===== src/rtl/arbiter_rr_lock.sv =====
// Round-robin single-output arbiter with wormhole packet locking and
// downstream credit gating. Fairness pointer rotates after every completed packet.
module arbiter_rr_lock #(
  parameter int N_PORTS = 5,
  parameter int IDX_W   = $clog2(N_PORTS)
) (
  input  logic               clk,
  input  logic               reset,
  input  logic [N_PORTS-1:0] req,
  input  logic [N_PORTS-1:0] tail,
  input  logic               credit_avail,
  output logic [N_PORTS-1:0] grant,
  output logic               grant_valid,
  output logic [IDX_W-1:0]   owner_id,
  output logic               locked
);

  // One-hot encoding leaves two illegal codes that the default arm recovers from.
  typedef enum logic [1:0] {
    ST_IDLE   = 2'b01,
    ST_LOCKED = 2'b10
  } state_t;

  state_t           state, state_next;
  logic [IDX_W-1:0] ptr, ptr_next;
  logic [IDX_W-1:0] owner, owner_next;
  logic             win_found;
  logic [IDX_W-1:0] win_idx;

  function automatic logic [IDX_W-1:0] next_idx(input logic [IDX_W-1:0] idx);
    return (idx == IDX_W'(N_PORTS - 1)) ? '0 : idx + 1'b1;
  endfunction

  // Scan from ptr upward, folding indices back below N_PORTS so that
  // non-power-of-2 port counts never produce an out-of-range winner.
  always_comb begin
    logic [IDX_W:0] cand;
    // NOTE: combinational blocks use blocking '=' and assign every output a
    // default first, so no path can leave a value held (no inferred latch).
    win_found = 1'b0;
    win_idx   = '0;
    cand      = '0;
    for (int i = 0; i < N_PORTS; i++) begin
      cand = {1'b0, ptr} + (IDX_W+1)'(i);
      if (cand >= (IDX_W+1)'(N_PORTS)) cand = cand - (IDX_W+1)'(N_PORTS);
      if (!win_found && req[cand[IDX_W-1:0]]) begin
        win_found = 1'b1;
        win_idx   = cand[IDX_W-1:0];
      end
    end
  end

  always_comb begin
    grant      = '0;
    state_next = state;
    ptr_next   = ptr;
    owner_next = owner;
    case (state)
      ST_IDLE: begin
        if (win_found && credit_avail) begin
          grant[win_idx] = 1'b1;
          if (tail[win_idx]) begin
            ptr_next = next_idx(win_idx);
          end else begin
            state_next = ST_LOCKED;
            owner_next = win_idx;
          end
        end
      end
      ST_LOCKED: begin
        if (req[owner] && credit_avail) begin
          grant[owner] = 1'b1;
          if (tail[owner]) begin
            state_next = ST_IDLE;
            ptr_next   = next_idx(owner);
          end
        end
      end
      default: state_next = ST_IDLE;
    endcase
    if (reset) grant = '0;
  end

  always_ff @(posedge clk) begin
    // NOTE: sequential state uses non-blocking '<=' so every register samples
    // the pre-edge values regardless of statement order.
    if (reset) begin
      state <= ST_IDLE;
      ptr   <= '0;
      owner <= '0;
    end else begin
      state <= state_next;
      ptr   <= ptr_next;
      owner <= owner_next;
    end
  end

  assign grant_valid = |grant;
  assign owner_id    = owner;
  assign locked      = (state == ST_LOCKED);

endmodule


===== config.mk =====
export PLATFORM = sky130hd
export DESIGN_NAME = arbiter_rr_lock
export DESIGN_NICKNAME = d
export VERILOG_FILES = /design/src/rtl/arbiter_rr_lock.sv
export SDC_FILE = /design/constraint.sdc
export NUM_CORES = 1
export LEC_CHECK = 0
export CAP_MARGIN = 40
export CORE_MARGIN = 2
export CORE_UTILIZATION = 40
export DETAILED_ROUTE_END_ITERATION = 7
export PLACE_DENSITY = 0.62
export SYNTH_ARGS = -nofsm -noshare
export SYNTH_HDL_FRONTEND = slang
export SYNTH_SLANG_ARGS = --single-unit

===== constraint.sdc =====
create_clock -name clk -period 9.25 [get_ports clk]
set_clock_uncertainty 0.15 [all_clocks]
set_input_delay 1.3875 -clock clk [delete_from_list [all_inputs] [get_ports clk]]
set_output_delay 1.3875 -clock clk [all_outputs]
set_load 0.02 [all_outputs]

# --- After elaboration in Yosys (flattened, before gate mapping) ---
# Index checks and enable logic that the tools add are counted.
word_totals:
  ff_bits: 8
  out_inout_bits: 10
  elab_cells: 106
op_classes:
  addsub: 11
  magnitude_cmp: 14
  eq_ne: 9
  n_mux: 51
  bitwise: 1
  reduce_logical: 17
op_table:
  columns: ["operator", "n"]
  rows:
  - ["two-way mux 3 bit", 16]
  - ["less-than comparator 3 x 4 -> 1 bit, second input constant", 7]
  - ["binary-select mux 1 bit (select 3 bit)", 8]
  - [">= comparator 4 x 3 -> 1 bit, second input constant", 4]
  - ["two-way mux 1 bit", 15]
  - ["two-way mux 5 bit", 3]
  - ["subtractor 3 bit, second input constant", 5]
  - ["one-hot mux 5 bit (2 select lines)", 1]
  - ["adder 3 x 2 -> 4 bit, second input constant", 2]
  - ["logical AND 1 bit", 8]
  - ["two-way mux 2 bit", 4]
  - ["adder 3 x 1 -> 3 bit, second input constant", 2]
  - ["demux 1 bit (select 3 bit)", 2]
  - ["== test 3 bit, second input constant", 2]
  - [">= comparator 3 x 1 -> 1 bit, second input constant", 2]
  - ["inequality test 2 bit, second input constant", 3]
  - ["one-hot mux 3 bit (2 select lines)", 1]
  - ["AND reduction 5 bit", 1]
  - ["OR reduction 5 bit", 1]
  - ["adder 3 x 1 -> 4 bit, second input constant", 1]
  - ["adder 3 x 3 -> 4 bit, second input constant", 1]
  - ["logical NOT 1 bit", 4]
  - ["inequality test 2 x 1 -> 1 bit, second input constant", 2]
  - ["one-hot mux 2 bit (2 select lines)", 1]
  - ["7 further kinds", 7]

# --- Longest topological paths before layout ---
# Gate-level depths: netlist of run 1.
logic_depth:
  ltp_word: 25
  ltp_mapped: 19

# --- Worst setup path after synthesis of run 1 ---
# No wires, ideal clock.
synth_timing:
  path_type: "input to output"
  startpoint: "input port req[1]"
  endpoint: "output port grant_valid"
  arrival_time_ns: 4.407
  required_time_ns: 7.713
  setup_slack_ns: 3.306
  path_stages: 13
  path_buffers: 2
  cell_sequence: "clkbuf_1 > mux4_2 > mux2_2 > a21oi_1 > a211oi_1 > o41ai_1 > or2_1 > buf_6 > inv_4 > o32a_1 > nor3_1 > nor3_1 > nand2_1"
synth_via:
  elab_chain_len: 23
  word_cells_on_any_way: 42
  classes_between: "order compare (2); mux (28); reduce/logical (12)"
synth_lines:
  columns: ["element", "line", "source"]
  rows:
  - ["start: declaration", "9", "input logic [N_PORTS-1:0] req,"]
  - ["binary-select mux 1 bit (select 3 bit)", "46", "if (!win_found && req[cand[IDX_W-1:0]]) begin"]
  - ["two-way mux 1 bit (not written as such)", "46", null]
  - ["two-way mux 1 bit", "46", null]
  - ["logical NOT 1 bit", "46", null]
  - ["logical AND 1 bit", "46", null]
  - ["two-way mux 1 bit", "46", null]
  - ["logical NOT 1 bit", "46", null]
  - ["logical AND 1 bit", "46", null]
  - ["[8 not listed]", null, null]
  - ["logical AND 1 bit (not written as such)", "61", "grant[win_idx] = 1'b1;"]
  - ["two-way mux 1 bit (not written as such)", "61", null]
  - ["demux 1 bit (select 3 bit)", "61", null]
  - ["two-way mux 5 bit", "60", "if (win_found && credit_avail) begin"]
  - ["one-hot mux 5 bit (2 select lines) *", "58", "case (state)"]
  - ["two-way mux 5 bit *", "81", "if (reset) grant = '0;"]
  - ["via grant[3]", "12", "output logic [N_PORTS-1:0] grant,"]
  - ["OR reduction 5 bit *", "98", "assign grant_valid = |grant;"]
  - ["end: declaration", "13", "output logic grant_valid,"]
# Mark *: on every way through the listed nets, which the timed path passes. The rest lies on a longest branch. The select of a mux whose other input is x is not followed.

# --- Final worst setup path of run 1 ---
layout_timing:
  startpoint: "register ptr[1]"
  endpoint: "output port grant_valid"
layout_via:
  elab_chain_len: 25
  word_cells_on_any_way: 57
  classes_between: "add/sub (9); order compare (7); mux (30); reduce/logical (11)"
layout_lines:
  columns: ["element", "line", "source"]
  rows:
  - ["start: declaration", "25", "logic [IDX_W-1:0] ptr, ptr_next;"]
  - ["start signal: assignment", "93", "ptr <= ptr_next;"]
  - ["parallel branches: the longest is 21 deep, another holds adder 3 x 1 -> 4 bit", null, null]
  - ["two-way mux 5 bit *", "60", null]
  - ["one-hot mux 5 bit (2 select lines) *", "58", null]
  - ["two-way mux 5 bit *", "81", null]
  - ["OR reduction 5 bit *", "98", null]
# Every way passes the cells marked *. The select of a mux whose other input is x is not followed.

==> results.yml, run 1 <==
floorplan:
  die_h_um: 73.92
  die_area_um2: 5464
  fp-row-count: 25
  io-pin-count: 23
  fp.dieW_um: 73.92
  coreArea_um2: 4723
  start_util_pct: 41.40
sta:
  tightestPinTransition_ns: 0.7505
  finalCriticalPeriod_ns: 6.812
  tns_ns: 0
  hold_viol: 0
  setup_ws_ns: 2.438
  clock.fmax_ghz: 0.1468
  slew-limit-headroom_pct: 49.97
  setup_viol: 0
  finalMaxSlewViolations: 0
  rsz0062_at_grt: "false"
  min_period_over_period_pct: 73.64
placement:
  dp_hpwl_mm: 4.116
  dp_worst_setup_slack_ns: 2.543
  routabilityCongestion: 0.9086
  placed_area_um2: 2125
  numPortBuffers: 22
  place_inst: 325
clock_tree:
  cts_resized: 0
  postCtsHoldBufs: 0
  insertion_delay_ns: 0.22
  cts_tree: "yes"
  clk_pin_slew_ns: 0.04
  cts_root_buf: "clkbuf_8"
  max-clock-path-buffers: 2
  cts_setup_buffers: 0
  cts_buffers: 3
  cts_sinks: 8
  htreeDepth: 1
global_routing:
  antenna_found_initial: 0
  grt-ovfl-total: 0
  grt_start_max_net_pins: 38
  grt_pass1_wl_mm: 8.749
  grt_use_total_pct: 20.53
  grt_pass1_vias: 1786
routing:
  drt.antenna.violating_nets: 0
  dr.pass1.iters: 5
  drtIter0Drc: 130
  vias: 2001
  vias_per_cell: 6.101
  met1_length_mm: 2.445
  highest-signal-layer: "met4"
  wl_met2_mm: 2.516
  drc_errors: 0
  wl_per_cell_um: 16.53
  route.met3.wl_um: 330
  routed_wl_mm: 5.423
logic_synthesis:
  yosysSeqAreaShare_pct: 8.189
  yosys.area_share.simple_pct: 25.34
  synth_top_area_share_pct: 8.317
  postSynthCellCount: 253
  synthXorXnorAreaFrac_pct: 1.791
  syn-mean-instance-area_um2: 7.730
  synth_commonest_cells: "inv_1 (18), nor2_1 (17), a21oi_1 (15)"
  yosysUniqueCellTypes: 70
  synthesis.nets: 280
  synth-compound-area-share_pct: 31.61
  synth_seq_cells: 8
  post_synth_mux_area_share_pct: 12.48
  yosys-top-cells-area: "ha_1 (8.3%), dfxtp_1 (8.2%), mux2i_1 (6.1%)"
  synth-main-ff-cell: "dfxtp_1"
  synth.largest_area_cell: "ha_1"
  async_flop_share_pct: 0
  synth_top_family_by_area: "compound AO/OA/AOI/OAI gates"
  synth-adder-area-share_pct: 9.341
  yosys.cell_count.top_type: "inv_1"
  synth_area_um2: 1956
  yosysWarnings: 0
  synth_edf_count: 0
layout:
  design_area_um2: 2166
  syn2layout_area_growth_pct: 10.75
  drive_gt1_share_pct: 8.812
  nNetsFinal: 290
  fin_cells: 328
  diodes: 0
  num-fill-cells: 487
power_and_ir_drop:
  ir_drop_uv: 243.2
  power_per_cell_area_nw_per_um2: 385.8
  internal_power_mw: 0.3709
  power.clock.fraction_pct: 4.9
  pwr-share-comb_pct: 86.7
  p_sw_share_pct: 55.61
  seq_power_share_pct: 8.5
  total_power_mw: 0.8355
  p_sw_mw: 0.4646
  p_leak_nw: 0.7831
setup_path:
  crit_fanout: 12
  crit_path_end_kind: "output port"
  arrival_ns: 5.27
  start_kind: "flip-flop"
  crit_required_ns: 7.71
  path_class: "reg2out"
run:
  drv_cap: 0
status:
  outcome: "finished clean"
hold_path:
  hold_path.class: "reg2reg"
-- worst max-delay path: stages, from the launching register on --
cell and delay (ns):
dfxtp_1 0.70, inv_1 0.30, ha_1 0.35, a221oi_1 0.70, mux2_2 0.42, o21a_1 0.26, nor4b_4 0.37, and4b_1 0.26
or2_1 0.26, inv_4 0.09, o32a_1 0.35, nor3_1 0.22, nor3_1 0.10, nand2_1 0.06, clkdlybuf4s50_1 0.60
-- placed cells by master, fill, tap and decap left out, types with 4 or more instances in the layout --
cell type and instances:
a21oi_1 15, mux4_2 4, dfxtp_1 8, o21ai_0 10, nand2_1 12, mux2i_1 12
ha_1 13, a211oi_1 11, clkdlybuf4s50_1 22, o22ai_1 4, o21a_1 4, nor3_1 11
inv_1 18, or3_1 5, nor2_1 17, nand2b_1 6, nor2b_1 4, nand3_1 10
and2_1 4
-- power by group through the flow --
stage,sequential [mW],clock (mW),combinational [mW]
floorplan,0.0588,0,0.592
global placement,0.0713,0,0.713
detailed placement,0.0708,0,0.707
CTS,0.0700,0.0428,0.711
global route,0.0735,0.0440,0.794
finish,0.0709,0.0406,0.724
-- final cells by class --
type	count	area, um^2	area share, %
sequential	8	160.2	7.395
multi-input combinational	207	1575	72.73
inverter	20	77.57	3.582
tap	67	83.83	3.871
timing repair buffer	23	227.7	10.51
clock buffer	3	41.29	1.906
-- stage by stage --
stage	utilization, %	hold WS, ns
after CTS	45.85	0.3596
after floorplan	-	0.3238
after global routing	45.85	0.3964
final	45.85	0.3577
after global placement	44.98	0.3512
after detailed placement	44.98	0.3539
-- worst paths after layout --
check	start	endpoint	slack, ns	cells after the start
hold reg to reg	state[1]$_SDFFE_PP0P_	state[1]$_SDFFE_PP0P_	0.36	2
setup / recovery	ptr[1]$_SDFFE_PP0P_	grant_valid	2.44	14
setup reg to reg	ptr[1]$_SDFFE_PP0P_	state[0]$_SDFFE_PP1P_	4.27	13
hold / removal	state[1]$_SDFFE_PP0P_	state[1]$_SDFFE_PP0P_	0.36	2
-- routing by layer --
metal,global-route usage (%),vias up
met5,0,-
met3,2.606,12
met2,33.53,80
met4,8.687,0
met1,27.16,922
li1,-,987
-- cell families (layout without fill, tap and decap cells) --
group                      Yosys count  in the layout
and+or+nand+nor                     88             88
adders and majority gates           14             14
buffers and inverters               38             46
xor gates and xnor gates             4              4
AOI/OAI and AO/OA                   82             82
muxes                               19             19
DFF                                  8              8
-- state kept, by name, indices dropped and copies added (netlist names) --
| register | count |
|---|---|
| ptr | 3 |
| state | 2 |
| owner_id | 3 |
(Power assumes the default switching activity.)
==> run 2: changes to the inputs <==
--- a/config.mk
+++ b/config.mk
@@ -9,7 +9,7 @@
 export CORE_MARGIN = 2
 export CORE_UTILIZATION = 40
 export DETAILED_ROUTE_END_ITERATION = 7
-export PLACE_DENSITY = 0.62
+export PLACE_DENSITY = 0.65
 export SYNTH_ARGS = -nofsm -noshare
 export SYNTH_HDL_FRONTEND = slang
 export SYNTH_SLANG_ARGS = --single-unit
==> constraint.sdc (replaced) <==
create_clock -name clk -period 5.6 [get_ports clk]
set_clock_uncertainty 0.15 [all_clocks]
set_input_delay 0.84 -clock clk [delete_from_list [all_inputs] [get_ports clk]]
set_output_delay 0.84 -clock clk [all_outputs]
set_load 0.02 [all_outputs]
==> results.yml, run 2 (same netlist as run 1, synthesis figures left out) <==
floorplan:
  die_area_um2: 5464
  coreArea_um2: 4723
  die_h_um: 73.92
  fp-row-count: 25
  fp.dieW_um: 73.92
  start_util_pct: 41.40
  io-pin-count: 23
sta:
  finalCriticalPeriod_ns: 5.381
  slew-limit-headroom_pct: 55.57
  rsz0062_at_grt: "false"
  setup_ws_ns: 0.2194
  setup_viol: 0
  tns_ns: 0
  clock.fmax_ghz: 0.1859
  min_period_over_period_pct: 96.08
  tightestPinTransition_ns: 0.6614
  finalMaxSlewViolations: 0
  hold_viol: 0
clock_tree:
  insertion_delay_ns: 0.23
  htreeDepth: 1
  postCtsHoldBufs: 0
  cts_sinks: 8
  cts_root_buf: "clkbuf_8"
  max-clock-path-buffers: 2
  cts_buffers: 3
  cts_tree: "yes"
  clk_pin_slew_ns: 0.04
power_and_ir_drop:
  power_per_cell_area_nw_per_um2: 628.2
  total_power_mw: 1.453
  p_leak_nw: 0.8839
  ir_drop_uv: 395.2
placement:
  dp_hpwl_mm: 4.225
  dp_worst_setup_slack_ns: 0.1487
  routabilityCongestion: 0.8882
  numPortBuffers: 22
routing:
  wl_per_cell_um: 16.25
  drt.antenna.violating_nets: 0
  routed_wl_mm: 5.605
  drtIter0Drc: 207
  dr.pass1.iters: 4
  vias_per_cell: 6.078
  vias: 2097
  drc_errors: 0
setup_path:
  path_delay_family: "buffers and inverters"
  path_buf_inv: 3
  slowest_delay_ns: 0.66
  crit_chain: "clkdlybuf4s50_1 > mux4_2 > mux2_2 > a21oi_1 > nor4b_4 > and4b_1 > or2_1 > inv_4 > o32a_1 > nor3_1 > clkdlybuf4s50_1"
  start_kind: "input pin"
  slowest_stage: "clkdlybuf4s50_1"
  crit_path_end_kind: "output port"
  crit_required_ns: 4.61
  path_class: "in2out"
  crit_fanout: 7
  arrival_ns: 4.39
  critPathMostFrequentCell: "clkdlybuf4s50_1"
layout:
  final_common_cell: "clkdlybuf4s50_1"
  syn2layout_area_growth_pct: 18.23
  final_cell_mix: "clkdlybuf4s50_1 (21), inv_1 (18), buf_4 (18), nor2_1 (17), a21oi_1 (15)"
  nNetsFinal: 307
  drive_gt1_share_pct: 15.47
  diodes: 0
global_routing:
  antenna_found_initial: 0
  grt_start_max_net_pins: 35
  grt-ovfl-total: 0
  grt_use_total_pct: 21.07
  grt_pass1_wl_mm: 8.970
  grt_pass1_vias: 1908
status:
  outcome: "finished clean"
hold_path:
  hold_path.class: "reg2reg"
run:
  drv_cap: 0
[run 2: cell count changes in the layout (fill, tap and decap cells not counted)]
cell             change
buf_4               +17
o41ai_1              -1
clkdlybuf4s50_1      -1
a31oi_2              +1
ha_1                 -1
o41ai_2              +1
ha_2                 +1
a31oi_1              -1
dlymetal6s2s_1       +1
[run 2: worst reg2reg max path, cell delays in order (launching register included)]
cell,delay [ns]
dfxtp_1,0.34
buf_4,0.21
ha_1,0.19
inv_1,0.05
fa_1,0.46
or4_1,0.50
a211oi_1,0.23
buf_4,0.17
a21oi_1,0.06
a211oi_1,0.25
o41ai_2,0.12
or2_1,0.29
buf_4,0.17
a22o_1,0.27
o21ai_4,0.24
nand3_2,0.11
a221o_1,0.32
[run 2: per-stage QoR]
stage	instance area, um^2	utilization [%]	cells	hold WS, ns
after global placement	2252	47.68	342	0.3483
after CTS	2293	48.56	345	0.3622
after detailed placement	2252	47.68	342	0.3565
after floorplan	1956	-	253	0.3238
after global routing	2312	48.95	345	0.3788
final	2312	48.95	345	0.3572
[run 2: area by class of cell]
cell class | count | area [um^2]
clock buffers | 3 | 41.29
repair buffers | 40 | 357.8
inverters | 20 | 77.57
flip-flops and latches | 8 | 160.2
multi-input cells | 207 | 1592
well taps | 67 | 83.83
fillers | 451 | 2411
[run 2: final timing paths]
path / startpoint / to / slack (ns) / cells past startpoint
worst max register to register: ptr[1]$_SDFFE_PP0P_ / state[0]$_SDFFE_PP1P_ / 1.35 / 16
worst max-delay path: req[0] / grant[3] / 0.22 / 11
worst min register to register: state[1]$_SDFFE_PP0P_ / state[1]$_SDFFE_PP0P_ / 0.36 / 2
worst min-delay path: state[1]$_SDFFE_PP0P_ / state[1]$_SDFFE_PP0P_ / 0.36 / 2
[run 2: power breakdown]
group	switching [mW]	total [mW]	internal (mW)
Sequential	0.0245	0.0990	0.0744
Combinational	0.724	1.28	0.559
Clock	0.0238	0.0705	0.0466
Total	0.772	1.45	0.680
[run 2: timing repair]
action                     CTS  global route
setup endpoints to repair    0             5
resized for setup            0             4
setup buffers                0             0
[run 2: metal layers]
| metal | track usage, % | routed length [um] | up-vias |
|---|---|---|---|
| met4 | 9.091 | 150 | 0 |
| li1 | - | - | 1024 |
| met1 | 27.98 | 2509 | 1003 |
| met2 | 35.42 | 2720 | 57 |
| met5 | 0 | 0 | - |
| met3 | 0.9602 | 225 | 13 |
==> run 3: changes to the inputs <==
--- a/config.mk
+++ b/config.mk
@@ -9,6 +9,7 @@
 export CORE_MARGIN = 2
 export CORE_UTILIZATION = 40
 export DETAILED_ROUTE_END_ITERATION = 7
+export HOLD_SLACK_MARGIN = 0.12
 export PLACE_DENSITY = 0.65
 export SYNTH_ARGS = -nofsm -noshare
 export SYNTH_HDL_FRONTEND = slang
==> results of run 3 <==
Same layout as run 2: the final DEF is identical, and so are final timing and power.
